### src/rtl/red_pitaya_pfd_scheduler_if.sv
// Request/result bundle between the I/Q requesters and the shared CORDIC phase engine.
// The master side is the requester array, the slave side is the scheduler.
interface red_pitaya_pfd_scheduler_if #(
  parameter int unsigned NCH        = 4,
  parameter int unsigned CHW        = 2,
  parameter int unsigned INPUTWIDTH = 19,
  parameter int unsigned PHASEWIDTH = 10,
  parameter int unsigned TURNWIDTH  = 4
);
  logic [NCH-1:0]                      req_i;
  logic [NCH*INPUTWIDTH-1:0]           i_i;
  logic [NCH*INPUTWIDTH-1:0]           q_i;
  logic [NCH-1:0]                      clr_turns_i;
  logic [NCH-1:0]                      ack_o;
  logic                                busy_o;
  logic                                res_valid_o;
  logic [CHW-1:0]                      res_ch_o;
  logic [TURNWIDTH+PHASEWIDTH-1:0]     res_o;

  modport master (
    output req_i, i_i, q_i, clr_turns_i,
    input  ack_o, busy_o, res_valid_o, res_ch_o, res_o
  );

  modport slave (
    input  req_i, i_i, q_i, clr_turns_i,
    output ack_o, busy_o, res_valid_o, res_ch_o, res_o
  );
endinterface

### src/rtl/red_pitaya_pfd_scheduler.sv
// Round-robin scheduler sharing one iterative vectoring CORDIC between NCH I/Q channels,
// producing per-channel unwrapped {turns, phase} results.
module red_pitaya_pfd_scheduler #(
  parameter int unsigned NCH          = 4,
  parameter int unsigned CHW          = 2,
  parameter int unsigned INPUTWIDTH   = 19,
  parameter int unsigned WORKINGWIDTH = 23,
  parameter int unsigned PHASEWIDTH   = 10,
  parameter int unsigned TURNWIDTH    = 4,
  parameter int unsigned NSTAGES      = 7
) (
  input  logic                        clk_i,
  input  logic                        rst_i,
  red_pitaya_pfd_scheduler_if.slave   bus
);

  localparam int unsigned WW   = WORKINGWIDTH;
  localparam int unsigned PadW = WORKINGWIDTH - INPUTWIDTH - 2;
  localparam int unsigned RW   = TURNWIDTH + PHASEWIDTH;

  typedef enum logic [1:0] {StIdle, StLoad, StIter, StDone} state_e;

  state_e                         state_q, state_d;
  logic [CHW-1:0]                 rr_q, rr_d, g_q, g_d;
  logic signed [WW-1:0]           wi_q, wi_d, wq_q, wq_d;
  logic [PHASEWIDTH-1:0]          ph_q, ph_d;
  logic [2:0]                     k_q, k_d;
  logic [1:0]                     qd_q, qd_d;
  logic [NCH-1:0][TURNWIDTH-1:0]  turns_q, turns_d;
  logic [NCH-1:0][1:0]            last_q, last_d;
  logic [NCH-1:0]                 ack_q, ack_d;
  logic                           res_valid_q, res_valid_d;
  logic [CHW-1:0]                 res_ch_q, res_ch_d;
  logic [RW-1:0]                  res_q, res_d;

  logic                           grant_found;
  logic [CHW-1:0]                 grant_ch, cand;
  logic [TURNWIDTH-1:0]           turn_new;
  logic signed [WW-1:0]           i_shr, q_shr;
  logic [PHASEWIDTH-1:0]          atan_k;

  // Two guard bits on top for prerotation and CORDIC gain, zero padding below.
  function automatic logic signed [WW-1:0] extend(input logic [INPUTWIDTH-1:0] x);
    logic signed [WW-1:0] t;
    t = WW'(signed'(x));
    return t <<< PadW;
  endfunction

  always_comb begin
    grant_found = 1'b0;
    grant_ch    = '0;
    cand        = '0;
    for (int unsigned n = 0; n < NCH; n++) begin
      cand = CHW'((32'(rr_q) + n) % NCH);
      if (!grant_found && bus.req_i[cand]) begin
        grant_found = 1'b1;
        grant_ch    = cand;
      end
    end
  end

  always_comb begin
    case (k_q)
      3'd0:    atan_k = PHASEWIDTH'(75);
      3'd1:    atan_k = PHASEWIDTH'(39);
      3'd2:    atan_k = PHASEWIDTH'(20);
      3'd3:    atan_k = PHASEWIDTH'(10);
      3'd4:    atan_k = PHASEWIDTH'(5);
      3'd5:    atan_k = PHASEWIDTH'(2);
      3'd6:    atan_k = PHASEWIDTH'(1);
      default: atan_k = '0;
    endcase
  end

  assign i_shr = wi_q >>> (k_q + 3'd1);
  assign q_shr = wq_q >>> (k_q + 3'd1);

  always_comb begin
    state_d     = state_q;
    rr_d        = rr_q;
    g_d         = g_q;
    wi_d        = wi_q;
    wq_d        = wq_q;
    ph_d        = ph_q;
    k_d         = k_q;
    qd_d        = qd_q;
    turns_d     = turns_q;
    last_d      = last_q;
    ack_d       = '0;
    res_valid_d = 1'b0;
    res_ch_d    = res_ch_q;
    res_d       = res_q;
    turn_new    = turns_q[g_q];

    unique case (state_q)
      StIdle: begin
        if (grant_found) begin
          ack_d[grant_ch] = 1'b1;
          g_d     = grant_ch;
          wi_d    = extend(bus.i_i[grant_ch*INPUTWIDTH +: INPUTWIDTH]);
          wq_d    = extend(bus.q_i[grant_ch*INPUTWIDTH +: INPUTWIDTH]);
          rr_d    = (32'(grant_ch) == NCH - 1) ? '0 : grant_ch + 1'b1;
          state_d = StLoad;
        end
      end
      StLoad: begin
        // Rotate into the half-plane around the q=0 axis; ph tracks the removed angle.
        qd_d = {wi_q[WW-1], wq_q[WW-1]};
        case (qd_d)
          2'b00: begin wi_d = wi_q + wq_q;  wq_d = wq_q - wi_q;  ph_d = PHASEWIDTH'(640); end
          2'b01: begin wi_d = wi_q - wq_q;  wq_d = wi_q + wq_q;  ph_d = PHASEWIDTH'(384); end
          2'b10: begin wi_d = wq_q - wi_q;  wq_d = -wi_q - wq_q; ph_d = PHASEWIDTH'(896); end
          default: begin wi_d = -wi_q - wq_q; wq_d = wi_q - wq_q; ph_d = PHASEWIDTH'(128); end
        endcase
        k_d     = '0;
        state_d = StIter;
      end
      StIter: begin
        if (wq_q[WW-1]) begin
          wi_d = wi_q - q_shr;
          wq_d = wq_q + i_shr;
          ph_d = ph_q - atan_k;
        end else begin
          wi_d = wi_q + q_shr;
          wq_d = wq_q - i_shr;
          ph_d = ph_q + atan_k;
        end
        k_d = k_q + 3'd1;
        if (k_q == 3'(NSTAGES - 1)) state_d = StDone;
      end
      StDone: begin
        if (qd_q == 2'b10 && last_q[g_q] == 2'b11) begin
          turn_new = turns_q[g_q] - TURNWIDTH'(1);
        end else if (qd_q == 2'b11 && last_q[g_q] == 2'b10) begin
          turn_new = turns_q[g_q] + TURNWIDTH'(1);
        end
        if (bus.clr_turns_i[g_q]) turn_new = '0;
        turns_d[g_q] = turn_new;
        last_d[g_q]  = qd_q;
        res_valid_d  = 1'b1;
        res_ch_d     = g_q;
        res_d        = {turn_new, ph_q};
        state_d      = StIdle;
      end
      default: state_d = StIdle;
    endcase

    for (int unsigned c = 0; c < NCH; c++) begin
      if (bus.clr_turns_i[c]) turns_d[c] = '0;
    end
  end

  always_ff @(posedge clk_i) begin
    if (rst_i) begin
      state_q     <= StIdle;
      rr_q        <= '0;
      g_q         <= '0;
      wi_q        <= '0;
      wq_q        <= '0;
      ph_q        <= '0;
      k_q         <= '0;
      qd_q        <= '0;
      turns_q     <= '0;
      last_q      <= '1;
      ack_q       <= '0;
      res_valid_q <= 1'b0;
      res_ch_q    <= '0;
      res_q       <= '0;
    end else begin
      state_q     <= state_d;
      rr_q        <= rr_d;
      g_q         <= g_d;
      wi_q        <= wi_d;
      wq_q        <= wq_d;
      ph_q        <= ph_d;
      k_q         <= k_d;
      qd_q        <= qd_d;
      turns_q     <= turns_d;
      last_q      <= last_d;
      ack_q       <= ack_d;
      res_valid_q <= res_valid_d;
      res_ch_q    <= res_ch_d;
      res_q       <= res_d;
    end
  end

  assign bus.ack_o       = ack_q;
  assign bus.busy_o      = (state_q != StIdle);
  assign bus.res_valid_o = res_valid_q;
  assign bus.res_ch_o    = res_ch_q;
  assign bus.res_o       = res_q;

endmodule

### src/flat_wrapper.sv
// flat-port wrapper written by rule: the top's interface ports become plain ports
module red_pitaya_pfd_scheduler_flat 
#(
  parameter int unsigned NCH          = 4,
  parameter int unsigned CHW          = 2,
  parameter int unsigned INPUTWIDTH   = 19,
  parameter int unsigned WORKINGWIDTH = 23,
  parameter int unsigned PHASEWIDTH   = 10,
  parameter int unsigned TURNWIDTH    = 4,
  parameter int unsigned NSTAGES      = 7
)
  (clk_i, rst_i, bus_req_i, bus_i_i, bus_q_i, bus_clr_turns_i, bus_ack_o, bus_busy_o, bus_res_valid_o, bus_res_ch_o, bus_res_o);
  red_pitaya_pfd_scheduler_if #(.NCH(NCH), .CHW(CHW), .INPUTWIDTH(INPUTWIDTH), .PHASEWIDTH(PHASEWIDTH), .TURNWIDTH(TURNWIDTH)) bus_i ();
  input  logic clk_i;
  input  logic rst_i;
  input wire logic [$bits(bus_i.req_i)-1:0] bus_req_i;
  input wire logic [$bits(bus_i.i_i)-1:0] bus_i_i;
  input wire logic [$bits(bus_i.q_i)-1:0] bus_q_i;
  input wire logic [$bits(bus_i.clr_turns_i)-1:0] bus_clr_turns_i;
  output wire logic [$bits(bus_i.ack_o)-1:0] bus_ack_o;
  output wire logic [$bits(bus_i.busy_o)-1:0] bus_busy_o;
  output wire logic [$bits(bus_i.res_valid_o)-1:0] bus_res_valid_o;
  output wire logic [$bits(bus_i.res_ch_o)-1:0] bus_res_ch_o;
  output wire logic [$bits(bus_i.res_o)-1:0] bus_res_o;
  assign bus_i.req_i = bus_req_i;
  assign bus_i.i_i = bus_i_i;
  assign bus_i.q_i = bus_q_i;
  assign bus_i.clr_turns_i = bus_clr_turns_i;
  assign bus_ack_o = bus_i.ack_o;
  assign bus_busy_o = bus_i.busy_o;
  assign bus_res_valid_o = bus_i.res_valid_o;
  assign bus_res_ch_o = bus_i.res_ch_o;
  assign bus_res_o = bus_i.res_o;
  red_pitaya_pfd_scheduler #(.NCH(NCH), .CHW(CHW), .INPUTWIDTH(INPUTWIDTH), .WORKINGWIDTH(WORKINGWIDTH), .PHASEWIDTH(PHASEWIDTH), .TURNWIDTH(TURNWIDTH), .NSTAGES(NSTAGES)) u_core (.clk_i(clk_i), .rst_i(rst_i), .bus(bus_i));
endmodule
### config.mk
export PLATFORM = sky130hd
export DESIGN_NAME = red_pitaya_pfd_scheduler_flat
export DESIGN_NICKNAME = d
export VERILOG_FILES = /design/src/rtl/red_pitaya_pfd_scheduler_if.sv /design/src/rtl/red_pitaya_pfd_scheduler.sv /design/src/flat_wrapper.sv
export SDC_FILE = /design/constraint.sdc
export NUM_CORES = 1
export LEC_CHECK = 0
export ABC_AREA = 1
export ABC_CLOCK_PERIOD_IN_PS = 4300
export CAP_MARGIN = 20
export CELL_PAD_IN_SITES_DETAIL_PLACEMENT = 2
export CELL_PAD_IN_SITES_GLOBAL_PLACEMENT = 2
export CORE_ASPECT_RATIO = 0.7
export CORE_MARGIN = 2
export CORE_UTILIZATION = 28
export CTS_BUF_LIST = sky130_fd_sc_hd__clkbuf_4 sky130_fd_sc_hd__clkbuf_8 sky130_fd_sc_hd__clkbuf_16
export DETAILED_ROUTE_END_ITERATION = 10
export PLACE_DENSITY = 0.9
export SLEW_MARGIN = 40
export SYNTH_ARGS = -nofsm -noshare
export SYNTH_HDL_FRONTEND = slang
export SYNTH_SLANG_ARGS = --single-unit
### constraint.sdc
create_clock -name clk_i -period 4.3 [get_ports clk_i]
set_clock_uncertainty 0.2 [all_clocks]
set_input_delay 0.645 -clock clk_i [delete_from_list [all_inputs] [get_ports clk_i]]
set_output_delay 0.645 -clock clk_i [all_outputs]
set_load 0.03 [all_outputs]
==> results of run 1 <==
logic make-up after synthesis:
logic type               count (synthesis)
buffers and inverters                  530
AO/OA/AOI/OAI                          695
XOR/XNOR                                84
flip-flops                             112
AND/OR/NAND/NOR                       1777
multiplexers                             1
adder cells (fa/ha/maj)                194
stage by stage:
stage | cell area, µm² | TNS (ns) | worst slack (ns)
4_1_cts | 25730 | -7.628 | -0.4048
3_5_place_dp | 24010 | -24.20 | -1.195
3_3_place_gp | 24000 | -3.912 | -0.3321
2_1_floorplan | 18950 | 0 | 0.01377
metal layers:
layer | GRT usage (%) | overflow
met1 | 75.53 | 7
met2 | 89.44 | 281
met3 | 61.10 | 11
met4 | 68.71 | 193
met5 | 40.91 | 2
repair_timing:
action                     CTS
buffers inserted            33
pin swaps                   81
setup endpoints to repair   36
resized for setup          316
==> results, run 1 <==
- The flow did not finish.
- It got as far as global routing and failed there.
- The tool reported: "[ERROR GRT-0232] Routing congestion too high. Check the congestion heatmap in the GUI".
- The width of the die is 314.3 µm.
- Global routing used 74.48% of the available tracks.
- Counting flops and latches in the post-synthesis netlist gives 112.
- The number of nets in the synthesized netlist is 3749.
- The pin count of the biggest net entering global routing is 71.
- The total overflow left after global routing is 494.
- For this run, asynchronously set or reset flops after synthesis account for 0%.
- In the global-route stage, repair_timing last flagged the worst endpoint as u_core.wq_q[19]$_SDFFE_PP0P_/D.
- The count of placed standard cells including taps is 4683.
- Of all cell types, the one taking the most synthesized area is nand2_1.
- The portion of synthesized cell area occupied by the leading cell type is 19.77%.
- The initialized floorplan defines 79 standard-cell rows.
- During synthesis, Yosys emitted a total of 0 warnings.
- For this run, the leading register cell type out of synthesis is dfxtp_1.
- The worst endpoint pin kind is a register input.
- The synthesized netlist cell count is 3393.
- In this run, synthesis inferred 0 flip-flops with an integrated enable.
- Dividing the synthesized area by the synthesized cell count gives 5.561 µm².
- The last weighted congestion value of the routability-driven placer is 0.9973.
- The multiplexer share of the synthesized area is 0.05305%.
- In this run the count of I/O pins placed on the die edge is 184.
- The cell chosen for the clock root is clkbuf_16.
- The height of the die is 221.2 µm.
- The netlist area before placement is 0.01887 mm².
- The xor-xnor portion of the synthesized cell area is 3.899%.
- After synthesis, the largest family of logic cells by area is simple AND/OR/NAND/NOR gates.
- Counting instances in the post-synthesis netlist gives the leading cell types as nand2_1 (994), inv_1 (376), nand3_1 (366).
- Ranked by total cell area, the synthesized netlist is headed by nand2_1 (20%), ha_1 (12%), dfxtp_1 (12%).
- The total half-perimeter wirelength after legalization and detailed placement is 116900 µm.
- The share of the synthesized area in compound gates (AO/OA/AOI/OAI) is 20.01%.
- The count of different cell masters after synthesis is 53.
- The clock net in this run drives a total of 112 sinks.
- The share of synthesized cell area in and, or, nand and nor gates is 39.89%.
- The adder-cell area share of the yosys netlist is 13.14%.
- In this run, post-CTS hold repair placed 0 buffers.
- In this run the deepest clock path goes through 2 buffers.
- Buffers inserted during clock tree synthesis total 9.
- By instance count, the leading cell after synthesis is nand2_1.
- The count of buffers inserted at the top-level ports is 183.
- CTS built an H-tree with a depth of 3.
- The initial utilization of the core area, before any placement, comes to 28.37%.
- Summing the sequential cell areas from Yosys gives 11.88% of the chip area.
==> inputs of run 2 (changes only) <==
==> config.mk (replaced) <==
export PLATFORM = sky130hd
export DESIGN_NAME = red_pitaya_pfd_scheduler_flat
export DESIGN_NICKNAME = d
export VERILOG_FILES = /design/src/rtl/red_pitaya_pfd_scheduler_if.sv /design/src/rtl/red_pitaya_pfd_scheduler.sv /design/src/flat_wrapper.sv
export SDC_FILE = /design/constraint.sdc
export NUM_CORES = 1
export LEC_CHECK = 0
export ABC_AREA = 1
export ABC_CLOCK_PERIOD_IN_PS = 5600
export CAP_MARGIN = 20
export CORE_MARGIN = 2
export CORE_UTILIZATION = 25
export DETAILED_ROUTE_END_ITERATION = 10
export PLACE_DENSITY_LB_ADDON = 0.15
export SLEW_MARGIN = 40
export SYNTH_ARGS = -nofsm -noshare
export SYNTH_HDL_FRONTEND = slang
export SYNTH_SLANG_ARGS = --single-unit
==> constraint.sdc (replaced) <==
create_clock -name clk_i -period 5.6 [get_ports clk_i]
set_clock_uncertainty 0.2 [all_clocks]
set_input_delay 0.84 -clock clk_i [delete_from_list [all_inputs] [get_ports clk_i]]
set_output_delay 0.84 -clock clk_i [all_outputs]
set_load 0.03 [all_outputs]
==> run 2 against run 1 <==
Effect of this change:
- the flow now finishes without violations
- area after synthesis stayed put
- synthesized cell count stayed put
==> results, run 2 <==
- In the final design database the tool counted 3835 nets.
- The detailed router's first-iteration violation count is 1884.
- The share of cells above drive strength 1 is 2.526%.
- The number of setup violations in the final report is 0.
- The final count of hold timing violations came to 0.
- The number of antenna diodes is 0.
- In the synthesized netlist the dominant register cell turns out to be dfxtp_1.
- The number of buffers inserted during clock tree synthesis is 9 (unchanged).
- The worst register-to-register path has a depth of 28.
- The met2 demand-to-capacity share in global routing is 37.27%.
- The class of the worst hold path is flip-flop to flip-flop.
- For this block, the routed nets add up to 89870 µm of wire.
- The top cell types in the final layout, fill and taps aside, are nand2_1 (994), inv_1 (374), nand3_1 (366).
- The netlist area before placement was 0.01887 mm² (unchanged).
- The internal reg-to-reg setup slack is 0.72 ns.
- The number of placement rows came to 100 (+27%).
- The portion of synthesized cell area occupied by the leading cell type came to 19.77% (unchanged).
- The number of sinks on the clock net is 112 (unchanged).
- The run finished with clean final reports.
- The transition at the pin with the smallest max-transition slack is 0.8443 ns.
- The wire length per cell is 20.18 µm.
- Clock-pin slew was measured on the worst setup and hold paths at 0.10 ns.
- The worst path setup slack after routing is 0.7232 ns.
- The total area of sequential cells is 0.002243 mm².
- The fraction of the yosys area taken by sequential cells is 11.88% (unchanged).
- Dividing the detail-routed via count by the number of cells gives 5.085.
- For this run, design rule violations remaining after detail routing come to 0.
- For this run, the slowest stage of the critical path takes 0.40 ns.
- Leaving out fill and tap cells, the most frequent cell in the layout is nand2_1.
- The synthesized netlist cell count is 3393 (unchanged).
- The tool flagged a number of max-cap violations equal to 0.
- In this run the remaining antenna-violating nets after routing total 0.
- The total of warnings raised by yosys is 0 (unchanged).
- The net count after synthesis is 3749 (unchanged).
- The detailed router placed 22.64k vias in this run.
- The count of placed standard cells including taps is 4436 (-5.3%).
- The number of inserted filler cells in the final layout is 8669.
- The required time of the critical path is 5.67 ns.
- The maximum number of buffers from clock root to sink is 2 (unchanged).
- Ranked by total cell area, the synthesized netlist is headed by nand2_1 (20%), ha_1 (12%), dfxtp_1 (12%).
- The via count of the first global-routing pass is 21.87k.
- The number of enable flip-flop cells after synthesis is 0 (unchanged).
- The post-route minimum period is 4.877 ns.
- Global routing consumed, on the met1 layer, 31.22% of the routing resources.
- The count of cells in the finished layout, fillers not included, comes to 4453.
- Of all nets on the critical path, the largest fanout is 14.
- The total half-perimeter wirelength after legalization and detailed placement is 72430 µm (-38%).
- The largest registers in the layout are u_core.wi_q: 23 flops, u_core.wq_q: 23 flops, u_core.turns_q: 16 flops.
- The area used by multi-input combinational logic is 0.01455 mm².
- The post-cts hold buffer count is 0 (unchanged).
- The layout overhead on the synthesized area is 16.03%.
- The first global-routing pass estimated 134700 µm of wire.
- Setup total negative slack on the finished layout was measured at 0 ns.
- The height of the die is 278.7 µm (+26%).
- STA classifies the critical path startpoint as a flip-flop.
- In this run the critical register-to-register path is launched from u_core.k_q[1]$_SDFFE_PP0N_.
- The max-slew headroom at the worst pin is 43.63%.
- The starting density of the core is 25.30% (-3.1 points).
- Ranked by instance count, the synthesized netlist is headed by nand2_1 (994), inv_1 (376), nand3_1 (366).
- The worst hold path cell count is 2.
- The I/O pin total is 184 (unchanged).
- The endpoint type of the worst setup path is a flip-flop.
- The maximum achievable frequency is 205.1 MHz.
- The post-synthesis average cell area was 5.561 µm² (unchanged).
- The startpoint of the lowest-slack hold path is u_core.last_q[5]$_SDFFE_PP1P_.
- The fraction of registers with async set/reset is 0% (unchanged).
- The number of flip-flops and latches in the synthesized netlist was 112 (unchanged).
- The global-route congestion overflow total is 0.
- Global routing used 22.60% of the available tracks.
- The initial antenna violation count is 2.
- The count of buffers inserted at the top-level ports is 183 (unchanged).
- The cell area after layout is 0.02189 mm².
- The last weighted congestion value of the routability-driven placer was 0.9384 (-5.9%).
- The overall die area is 0.07769 mm².
- The slowest stage of the critical path belongs to the cell dfxtp_1.
- The end of the worst register-to-register path is u_core.wi_q[17]$_SDFFE_PP0P_.
- The level count of the clock H-tree is 3 (unchanged).
- The first-pass iteration count of the detailed router is 5.
- For this run, global-route usage on met3 was measured as 2.594%.
- The global routing's busiest layer is met2.
- The cell area after placement is 0.02157 mm² (-10%).
- The worst slack at placement is 0.7463 ns (+1.942 ns).
- The portion of the clock cycle consumed by the worst path in the final layout is 87.09%.
- The pin count of the biggest net entering global routing is 71.
- The dominant cell by count in the synthesized netlist is nand2_1.
- nand2_1 takes more of the synthesized area than any other cell.
- The width of the die is 278.7 µm (-11%).
- The post-CTS setup buffer count is 0 (-100%).
- In this run the standard cell core region covers 0.07457 mm².
- TritonCTS built the clock tree.
- The critical path's most frequent cell is nand2_1.
- Data arrives at the worst endpoint at 4.94 ns.
- The count of different cell masters after synthesis is 53 (unchanged).
- The number of gates resized after CTS is 0 (-100%).
- The critical path is of the flip-flop to flip-flop type.
- The worst hold endpoint is u_core.last_q[5]$_SDFFE_PP1P_.
- The final count of pins violating max slew came to 0.
- Setup repair after global routing left no endpoint under its margin.
- The clock latency reported for the late side of the worst-skew pair is 0.40 ns.
- In this run the clock root is driven by a clkbuf_16.
==> run 2: cell counts after synthesis <==
Identical to the previous run, type by type.
==> run 2: worst max-delay path by stage <==
| stage | start | cells after the start | slack (ns) | endpoint |
|---|---|---|---|---|
| 2_1_floorplan | u_core.k_q[0]$_SDFFE_PP0N_ | 31 | 0.99 | u_core.wq_q[17]$_SDFFE_PP0P_ |
| 3_3_place_gp | u_core.k_q[1]$_SDFFE_PP0N_ | 28 | 0.80 | u_core.wq_q[22]$_SDFFE_PP0P_ |
| 3_5_place_dp | u_core.k_q[1]$_SDFFE_PP0N_ | 25 | 0.75 | u_core.wq_q[22]$_SDFFE_PP0P_ |
| 4_1_cts | u_core.k_q[0]$_SDFFE_PP0N_ | 28 | 0.71 | u_core.wq_q[22]$_SDFFE_PP0P_ |
| 5_1_grt | u_core.k_q[1]$_SDFFE_PP0N_ | 28 | 0.12 | u_core.wq_q[22]$_SDFFE_PP0P_ |
| 6_report | u_core.k_q[1]$_SDFFE_PP0N_ | 28 | 0.72 | u_core.wi_q[17]$_SDFFE_PP0P_ |
==> run 2: logic make-up after synthesis <==
kind of cell	Yosys count	synth area share, %
fa+ha+maj	194	13.14
flops	112	11.88
simple gates	1777	39.89
xor+xnor	84	3.899
buf+inv	530	11.13
compound gates	695	20.01
mux	1	0.05305
==> run 2: cell type report <==
| class | instances | area share, % |
|---|---|---|
| Multi-Input combinational cell | 2751 | 66.45 |
| Sequential cell | 112 | 10.25 |
| Timing Repair Buffer | 219 | 9.658 |
| Inverter | 386 | 6.652 |
| Tap cell | 969 | 5.538 |
| Clock buffer | 9 | 1.029 |
| Clock inverter | 7 | 0.4286 |
==> run 2: routing by layer <==
metal	wire (µm)	up-vias	part of all wire, %
li1	-	11340	-
met2	40310	675	45
met3	5078	96	5.7
met1	42440	10540	47
met5	0	-	0
met4	2041	0	2.3
==> run 2: metrics by stage <==
stage / util (%) / hold WS [ns]
2_1_floorplan: - / 0.2292
3_3_place_gp: 28.91 / 0.2585
3_5_place_dp: 28.92 / 0.2543
4_1_cts: 29.35 / 0.2764
5_1_grt: 29.36 / 0.3058
6_report: 29.36 / 0.2731
==> run 2: critical path: cells and delay by family, from the launching register on <==
family / cells / cell delay [ns]
adders and majority gates: 3 / 0.81
DFF: 1 / 0.40
and+or+nand+nor: 13 / 1.47
AOI/OAI and AO/OA: 6 / 0.97
xor gates and xnor gates: 1 / 0.18
buffers and inverters: 5 / 0.73
Power of run 2 is not shown: default switching activity piles up to over one toggle a cycle in this logic, so the estimate is an artifact.
==> inputs of run 3 (changes only) <==
--- a/config.mk
+++ b/config.mk
@@ -9,10 +9,10 @@
 export ABC_CLOCK_PERIOD_IN_PS = 5600
 export CAP_MARGIN = 20
 export CORE_MARGIN = 2
-export CORE_UTILIZATION = 25
+export CORE_UTILIZATION = 35
 export DETAILED_ROUTE_END_ITERATION = 10
 export PLACE_DENSITY_LB_ADDON = 0.15
-export SLEW_MARGIN = 40
+export SLEW_MARGIN = 10
 export SYNTH_ARGS = -nofsm -noshare
 export SYNTH_HDL_FRONTEND = slang
 export SYNTH_SLANG_ARGS = --single-unit
==> run 3 against run 2 <==
Effect of this change:
- critical path type unchanged
- core utilization rose by 11 points
- sequential share of layout area rose by 0.14 points
- non-clock buffer count up 7
- critical path depth is 1 lower
- flip-flop and latch count is the same
- wire length fell by 8.0%
- fmax is 5.0% lower
- register-to-register slack lost 0.26 ns
- die area is 28% lower
==> results, run 3 (synthesis results as in run 2) <==
- The flow ran to the end, and the final reports show no timing, DRC or antenna violations.
- The area growth from synthesis to layout is 14.44%.
- The total half-perimeter wirelength after legalization and detailed placement came to 66680 µm (-7.9%).
- The wire length per cell is 19.75 µm (-2.1%).
- The number of sinks on the clock net is 112 (unchanged).
- Leaving out fill and tap cells, the most frequent cell in the layout is nand2_1.
- The required time of the critical path came to 5.66 ns (about the same).
- The highest net fanout along the worst path is 46 (+32).
- The highest routing layer actually used is met4.
- The initial antenna violation count is 0 (-2).
- The starting density of the core is 35.20% (+9.9 points).
- In this run the clock root is driven by a clkbuf_16.
- The share of cells above drive strength 1 is 2.721% (+0.20 points).
- The overall routing resource usage came to 29.00% (+6.4 points).
- The pin count of the biggest net entering global routing is 71 (unchanged).
- The number of antenna diodes came to 0 (unchanged).
- The clock latency reported for the late side of the worst-skew pair is 0.39 ns (about the same).
- The kind of launch point of the worst setup path is a flip-flop.
- The final net count came to 3842 (+0.18%).
- The height of the die came to 236.2 µm (-15%).
- The core area came to 0.05360 mm² (-28%).
- The detail-routed via count per cell is 5.453 (+7.2%).
- The last weighted congestion value of the routability-driven placer was 0.9663 (+3.0%).
- The critical path's most frequent cell is nand3_1.
- The portion of the clock cycle consumed by the worst path in the final layout was 91.66% (+4.6 points).
- The highest-delay cell along the critical path is buf_4.
- Setup repair after global routing left no endpoint under its margin.
- The post-route minimum period is 5.133 ns (+0.2563 ns).
- The detailed router's first-iteration violation count came to 2226 (+18%).
- The first-pass iteration count of the detailed router came to 8 (+3).
- The number of buffers inserted during clock tree synthesis came to 9 (unchanged).
- The CTS tree is built.
- The number of nets with antenna violations after routing came to 0 (unchanged).
- The type of the worst setup path is flip-flop to flip-flop.
- The wire length of the first global-routing pass is 125900 µm (-6.6%).
- The endpoint type of the worst setup path is a flip-flop.
- The final count of pins violating max slew was 0 (unchanged).
- The final count of hold timing violations is 0 (unchanged).
- The level count of the clock H-tree is 3 (unchanged).
- The max-capacitance violation count is 0 (unchanged).
- The delay of the slowest cell on the worst path is 0.46 ns (+0.06 ns).
- The global-route congestion overflow total is 0 (unchanged).
- The max-slew headroom at the worst pin came to 36.55% (-7.1 points).
- The maximum number of buffers from clock root to sink is 2 (unchanged).
- The met1 wire length came to 35910 µm (-15%).
- The total via count in the routed design was 22.83k (+0.84%).
- The post-cts hold buffer count came to 0 (unchanged).
- The library cells used most frequently in the layout, excluding fill and tap cells, are nand2_1 (994), inv_1 (374), nand3_1 (366).
- The data arrival at the endpoint of the critical path is 5.19 ns (+0.25 ns).
- In the final layout, the registers with the most flip-flops are u_core.wi_q: 23 flops, u_core.wq_q: 23 flops, u_core.turns_q: 16 flops.
- The width of the die came to 236.2 µm (-15%).
- The amount of wire on met2 after detailed routing is 37850 µm (-6.1%).
- The total met3 wirelength after detailed routing was 5469 µm (+7.7%).
- The sum of routed wire length over all layers is 82700 µm (-8.0%).
- The transition at the pin with the smallest max-transition slack is 0.9518 ns (+0.1075 ns).
- The via count of the first global-routing pass came to 21.63k (-1.1%).
- The maximum achievable frequency is 194.8 MHz (-5.0%).
- The number of placement rows came to 85 (-15%).
- The remaining design rule violation count is 0 (unchanged).
- The clock slew seen by the registers of the worst setup and hold paths is 0.10 ns (about the same).
- The I/O pin total came to 184 (unchanged).
- The number of setup violations in the final report came to 0 (unchanged).
- The overall die area is 0.05579 mm² (-28%).
- The count of buffers inserted at the top-level ports is 183 (unchanged).
- The aggregate negative setup slack is 0 ns (unchanged).
- The class of the worst hold path is flip-flop to flip-flop.
run 3: worst paths after layout:
check | start | endpoint | slack (ns) | cells after the start
worst max-delay path | u_core.k_q[1]$_SDFFE_PP0N_ | u_core.wq_q[19]$_SDFFE_PP0P_ | 0.47 | 27
worst max register to register | u_core.k_q[1]$_SDFFE_PP0N_ | u_core.wq_q[19]$_SDFFE_PP0P_ | 0.47 | 27
worst min-delay path | u_core.last_q[5]$_SDFFE_PP1P_ | u_core.last_q[5]$_SDFFE_PP1P_ | 0.27 | 2
worst min register to register | u_core.last_q[5]$_SDFFE_PP1P_ | u_core.last_q[5]$_SDFFE_PP1P_ | 0.27 | 2
run 3: through the flow:
stage	std cells	hold WS [ns]	cell area, µm²	utilization, %	worst slack [ns]
detailed placement	4171	0.2448	21260	39.67	0.6009
finish	4187	0.2685	21590	40.28	0.4668
floorplan	3393	0.2292	18870	-	0.9869
global route	4187	0.3066	21590	40.28	0.002518
CTS	4187	0.2696	21590	40.28	0.5828
global placement	4171	0.2418	21260	39.67	0.6889
run 3: cell type report:
class	count	area, µm²
repair buffers	226	2155
well taps	696	870.8
clock buffers	9	225.2
flip-flops and latches	112	2243
inverters	386	1460
fillers	6075	32010
multi-input cells	2751	14540
clock inverters	7	101.3
run 3: repair_timing:
| action | in CTS | in global routing |
|---|---|---|
| buffers inserted | 0 | 0 |
| gates resized for setup | 0 | 1 |
| setup endpoints to repair | 0 | 2 |
run 3: layer usage:
metal	track usage [%]	vias up
li1	-	11360
met1	37.71	10490
met2	48.70	827
met3	3.382	148
met4	11.81	0
met5	0	-
run 3: worst max-delay path: cells and delay by family, from the launching register on:
family | cells | cell delay [ns]
fa+ha+maj | 3 | 0.85
simple gates | 12 | 1.94
compound gates | 6 | 0.57
flops | 1 | 0.42
buf+inv | 5 | 0.84
xor+xnor | 1 | 0.15
Power of run 3 is left out for the same reason.
